File: config.mk
export PLATFORM = sky130hd
export DESIGN_NAME = alu_sequencer
export DESIGN_NICKNAME = d
export VERILOG_FILES = /design/src/rtl/alu_sequencer.sv
export SDC_FILE = /design/constraint.sdc
export NUM_CORES = 1
export LEC_CHECK = 0
export ABC_AREA = 1
export CORE_ASPECT_RATIO = 0.6
export CORE_MARGIN = 10
export CORE_UTILIZATION = 45
export DETAILED_ROUTE_END_ITERATION = 7
export GPL_ROUTABILITY_DRIVEN = 0
export PLACE_DENSITY = 0.82
export SKIP_LAST_GASP = 1
export SLEW_MARGIN = 20
export SYNTH_ARGS = -nofsm -noshare
export SYNTH_HDL_FRONTEND = slang
export SYNTH_SLANG_ARGS = --single-unit
File: constraint.sdc
create_clock -name clock -period 5.24 [get_ports clock]
set_clock_uncertainty 0.2 [all_clocks]
set_input_delay 1.048 -clock clock [delete_from_list [all_inputs] [get_ports clock]]
set_output_delay 1.048 -clock clock [all_outputs]
set_load 0.1 [all_outputs]
File: src/rtl/alu_sequencer.sv
// Issue/capture sequencer for the 32-bit ALU datapath.
// It accepts one operation, waits a per-opcode settle time, then returns Z as one or two 32-bit beats.
module alu_sequencer #(
    parameter int unsigned BASIC_LAT = 1,
    parameter int unsigned MUL_LAT   = 4,
    parameter int unsigned DIV_LAT   = 8
) (
    input  logic        clock,
    input  logic        clear,
    input  logic        req_valid,
    output logic        req_ready,
    input  logic [4:0]  req_op,
    input  logic [31:0] req_a,
    input  logic [31:0] req_b,
    output logic [31:0] alu_ra,
    output logic [31:0] alu_rb,
    output logic [4:0]  alu_opcode,
    input  logic [63:0] alu_rz,
    output logic        rsp_valid,
    input  logic        rsp_ready,
    output logic [31:0] rsp_data,
    output logic        rsp_last,
    output logic        rsp_err,
    output logic        busy
);

    localparam int unsigned MAX_LAT_AB = (BASIC_LAT > MUL_LAT) ? BASIC_LAT : MUL_LAT;
    localparam int unsigned MAX_LAT    = (MAX_LAT_AB > DIV_LAT) ? MAX_LAT_AB : DIV_LAT;
    localparam int          CNT_W      = $clog2(MAX_LAT) + 1;

    localparam logic [4:0] OP_MUL = 5'b00010;
    localparam logic [4:0] OP_DIV = 5'b00011;

    typedef enum logic [1:0] {IDLE, EXEC, RSP_LO, RSP_HI} state_e;

    state_e             state_q, state_d;
    logic [CNT_W-1:0]   cnt_q, cnt_d;
    logic [63:0]        zValue_q, zValue_d;
    logic               errFlag_q, errFlag_d;
    logic               wideOp_q, wideOp_d;
    logic               divZero_q, divZero_d;
    logic [31:0]        aluRa_q, aluRa_d;
    logic [31:0]        aluRb_q, aluRb_d;
    logic [4:0]         aluOp_q, aluOp_d;

    // 01010 is a hole in the opcode map; everything above 01101 is unused
    function automatic logic isLegal(input logic [4:0] op);
        return (op <= 5'b01101) && (op != 5'b01010);
    endfunction

    function automatic logic [CNT_W-1:0] startCount(input logic [4:0] op);
        if (op == OP_MUL)      return CNT_W'(MUL_LAT - 1);
        else if (op == OP_DIV) return CNT_W'(DIV_LAT - 1);
        else                   return CNT_W'(BASIC_LAT - 1);
    endfunction

    always_ff @(posedge clock) begin
        if (clear) begin
            state_q   <= IDLE;
            cnt_q     <= '0;
            zValue_q  <= '0;
            errFlag_q <= 1'b0;
            wideOp_q  <= 1'b0;
            divZero_q <= 1'b0;
            aluRa_q   <= '0;
            aluRb_q   <= '0;
            aluOp_q   <= '0;
        end else begin
            state_q   <= state_d;
            cnt_q     <= cnt_d;
            zValue_q  <= zValue_d;
            errFlag_q <= errFlag_d;
            wideOp_q  <= wideOp_d;
            divZero_q <= divZero_d;
            aluRa_q   <= aluRa_d;
            aluRb_q   <= aluRb_d;
            aluOp_q   <= aluOp_d;
        end
    end

    always_comb begin
        state_d   = state_q;
        cnt_d     = cnt_q;
        zValue_d  = zValue_q;
        errFlag_d = errFlag_q;
        wideOp_d  = wideOp_q;
        divZero_d = divZero_q;
        aluRa_d   = aluRa_q;
        aluRb_d   = aluRb_q;
        aluOp_d   = aluOp_q;

        unique case (state_q)
            IDLE: begin
                if (req_valid) begin
                    aluRa_d   = req_a;
                    aluRb_d   = req_b;
                    aluOp_d   = req_op;
                    wideOp_d  = (req_op == OP_MUL) || (req_op == OP_DIV);
                    divZero_d = (req_op == OP_DIV) && (req_b == 32'd0);
                    if (!isLegal(req_op)) begin
                        zValue_d  = '0;
                        errFlag_d = 1'b1;
                        state_d   = RSP_LO;
                    end else begin
                        errFlag_d = (req_op == OP_DIV) && (req_b == 32'd0);
                        cnt_d     = startCount(req_op);
                        state_d   = EXEC;
                    end
                end
            end
            EXEC: begin
                if (cnt_q != '0) begin
                    cnt_d = cnt_q - CNT_W'(1);
                end else begin
                    // Divide-by-zero reports the dividend in HI and all-ones in LO
                    zValue_d = divZero_q ? {aluRa_q, 32'hFFFF_FFFF} : alu_rz;
                    state_d  = RSP_LO;
                end
            end
            RSP_LO: begin
                if (rsp_ready) state_d = wideOp_q ? RSP_HI : IDLE;
            end
            RSP_HI: begin
                if (rsp_ready) state_d = IDLE;
            end
            default: state_d = IDLE;
        endcase
    end

    assign req_ready  = (state_q == IDLE);
    assign busy       = (state_q != IDLE);
    assign rsp_valid  = (state_q == RSP_LO) || (state_q == RSP_HI);
    assign rsp_data   = (state_q == RSP_LO) ? zValue_q[31:0]
                      : (state_q == RSP_HI) ? zValue_q[63:32] : 32'd0;
    assign rsp_last   = (state_q == RSP_HI) || ((state_q == RSP_LO) && !wideOp_q);
    assign rsp_err    = rsp_valid && errFlag_q;
    assign alu_ra     = aluRa_q;
    assign alu_rb     = aluRb_q;
    assign alu_opcode = aluOp_q;

endmodule
==> metrics.yaml <==
run_status:
  status: "complete, no violations"
synthesis:
  syn-num-nets: 1062
  ys.flop_type: "dfxtp_1"
  synth_mux_area_share_pct: 0
  syn_inst: 924
  yosysMostFrequentCell: "nand2_1"
  synthSimpleGateAreaFrac_pct: 27.40
  netlist_area_um2: 6342
  synth_edf_count: 0
  synth_commonest_cells: "nand2_1, nor2_1, dfxtp_1, a21oi_1, o21ai_0"
  synth_compound_area_share_pct: 19.51
  synth_warnings: 0
  synth-adder-area-share_pct: 0.1973
  avgSynthCellArea_um2: 6.864
  synth_area_leaders: "dfxtp_1, nand2_1, a21oi_1"
  synth_top_area_share_pct: 44.82
  synth_top_area_cell: "dfxtp_1"
  ys_types: 25
  synth-seq-cells: 142
  synth_top_family_by_area: "simple AND/OR/NAND/NOR gates"
  synth_xor_area_share_pct: 0
  seq_area_frac_synth_pct: 44.82
  async_reset_ff_share_pct: 0
sta:
  setup_viol: 0
  hold_viol: 0
  setup_tns_ps: 0
  period_share_pct: 72.99
  slew_violations: 0
  worst_pin_slew_ps: 1060
  timing.fmax_ghz: 0.2614
  relSlewSlack_pct: 29.21
  worst_slack_ps: 1415
  period_minus_slack_ps: 3825
  rsz0062_at_grt: "no"
place:
  place_ws_ps: 1624
  post_dp_cell_area_um2: 8617
  io_buffers: 242
  dpl.cell_count: 1291
  hpwl_mm: 16.47
routing:
  vias: 6854
  routed_wirelength_mm: 22.89
  postRouteAntennaNets: 0
  wire_per_inst_um: 17.30
  vias_per_cell: 5.181
  drt_iter0_markers: 686
  firstDrtPassIters: 6
  drcViolationCount: 0
critical_path:
  crit_arrival_ps: 2580
  path_class: "reg -> out"
  worstPathRequired_ps: 3990
  crit_fanout: 35
  endpoint_kind: "output port"
  startpoint_type: "register"
final_layout:
  multi_input_area_um2: 2995
  antenna_cells: 0
  stdcell_count: 1323
  final-seq-area_um2: 2844
  num-nets-final: 1256
  syn2layout_area_growth_pct: 45.71
  fin_area_um2: 9241
  fillers: 1193
  layout-drive-gt1-share_pct: 8.134
clocking:
  ctsHoldBuffers: 0
  insertion_delay_ps: 410
  clk_pin_slew_ps: 60
  cts_max_level: 4
  clockBufferDepth: 2
  cts-root-buf: "clkbuf_16"
  cts_made_buffers: 17
  cts.sinks: 142
  cts_tree: "built"
  post_cts_buffers: 0
  cts_resized: 0
die:
  coreArea_um2: 13710
  dieArea_um2: 19400
  rows: 33
  die_w_um: 173.3
  io_pins: 243
  die_h_um: 112.0
  initial_core_util_pct: 46.27
pwr:
  power_w: 0.005981
  p_per_area_nw_per_um2: 647.1
  leakagePower_nw: 3.750
  ir_worst_vdd_mv: 0.3297
global_route:
  grt_pass1_vias: 6597
  grt_first_pass_wirelength_mm: 35.75
  grt.total_usage_pct: 22.57
  antenna_found_initial: 0
  grt_start_max_net_pins: 82
  gr-total-overflow: 0
hold_path:
  hold_path.class: "reg -> reg"
run:
  cap_violations: 0
-- cells by family after synthesis --
family,count (synthesis)
fa+ha+maj,1
simple gates,423
compound gates,245
buf+inv,113
flops,142
-- critical path, stage by stage (launching register included) --
cell and delay (ps):
dfxtp_1 350, buf_4 380, inv_2 100, a21oi_1 140, clkdlybuf4s50_1 1180
-- state kept, by name, indices dropped and copies added (netlist names) --
register,flops
state_q,2
cnt_q,4
wideOp_q,1
divZero_q,1
alu_ra,32
alu_opcode,5
alu_rb,32
zValue_q,64
errFlag_q,1
-- path summary, 6_finish.rpt --
kind         slack [ps]                 startpoint  depth (start not counted)                   endpoint
max                1420    state_q[0]$_SDFFE_PP0P_                          4                   rsp_last
min                 260  zValue_q[15]$_SDFFE_PP0P_                          2  zValue_q[15]$_SDFFE_PP0P_
max reg2reg        2140    state_q[0]$_SDFFE_PP0P_                          8  zValue_q[50]$_SDFFE_PP0P_
min reg2reg         260  zValue_q[15]$_SDFFE_PP0P_                          2  zValue_q[15]$_SDFFE_PP0P_
-- final cells by class --
| class | count | share of cell area (%) |
|---|---|---|
| multi-input combinational | 669 | 32.41 |
| timing repair buffer | 250 | 25.91 |
| clock inverter | 14 | 1.936 |
| inverter | 38 | 1.611 |
| clock buffer | 18 | 4.752 |
| sequential | 142 | 30.77 |
| tap | 192 | 2.600 |
-- power breakdown --
part           switching [W]  internal [W]  leakage [nW]
Clock               0.000502      0.000770         0.294
Combinational        0.00241      0.000746          2.29
Sequential          0.000174       0.00138          1.17
Total                0.00308       0.00290          3.75
-- stage by stage --
step / hold WS, ps / utilization (%)
after floorplan: 239.1 / -
after global placement: 247.4 / 62.86
after detailed placement: 251.9 / 62.86
after CTS: 261.4 / 67.37
after global routing: 274.3 / 67.42
final: 259.2 / 67.42
-- cells in the final DEF (no fill, tap or decap), types with 17 or more instances in the layout --
master / netlist / layout
clkdlybuf4s50_1: 0 / 208
nand2_1: 188 / 188
nor2_1: 147 / 146
dfxtp_1: 142 / 141
a21oi_1: 120 / 120
o21ai_0: 120 / 120
nand3_1: 74 / 74
buf_4: 8 / 41
inv_1: 32 / 31
clkbuf_16: 0 / 17
-- per-layer routing --
metal | part of all wire [%] | up-vias | GRT usage, % | routed length [um]
met5 | 0 | - | 0 | 0
met4 | 0.96 | 0 | 4.462 | 219
met3 | 10 | 22 | 9.514 | 2403
met2 | 45 | 302 | 36.14 | 10390
met1 | 43 | 3124 | 27.93 | 9871
li1 | - | 3406 | - | -
Power figures use the tool's default switching activity.
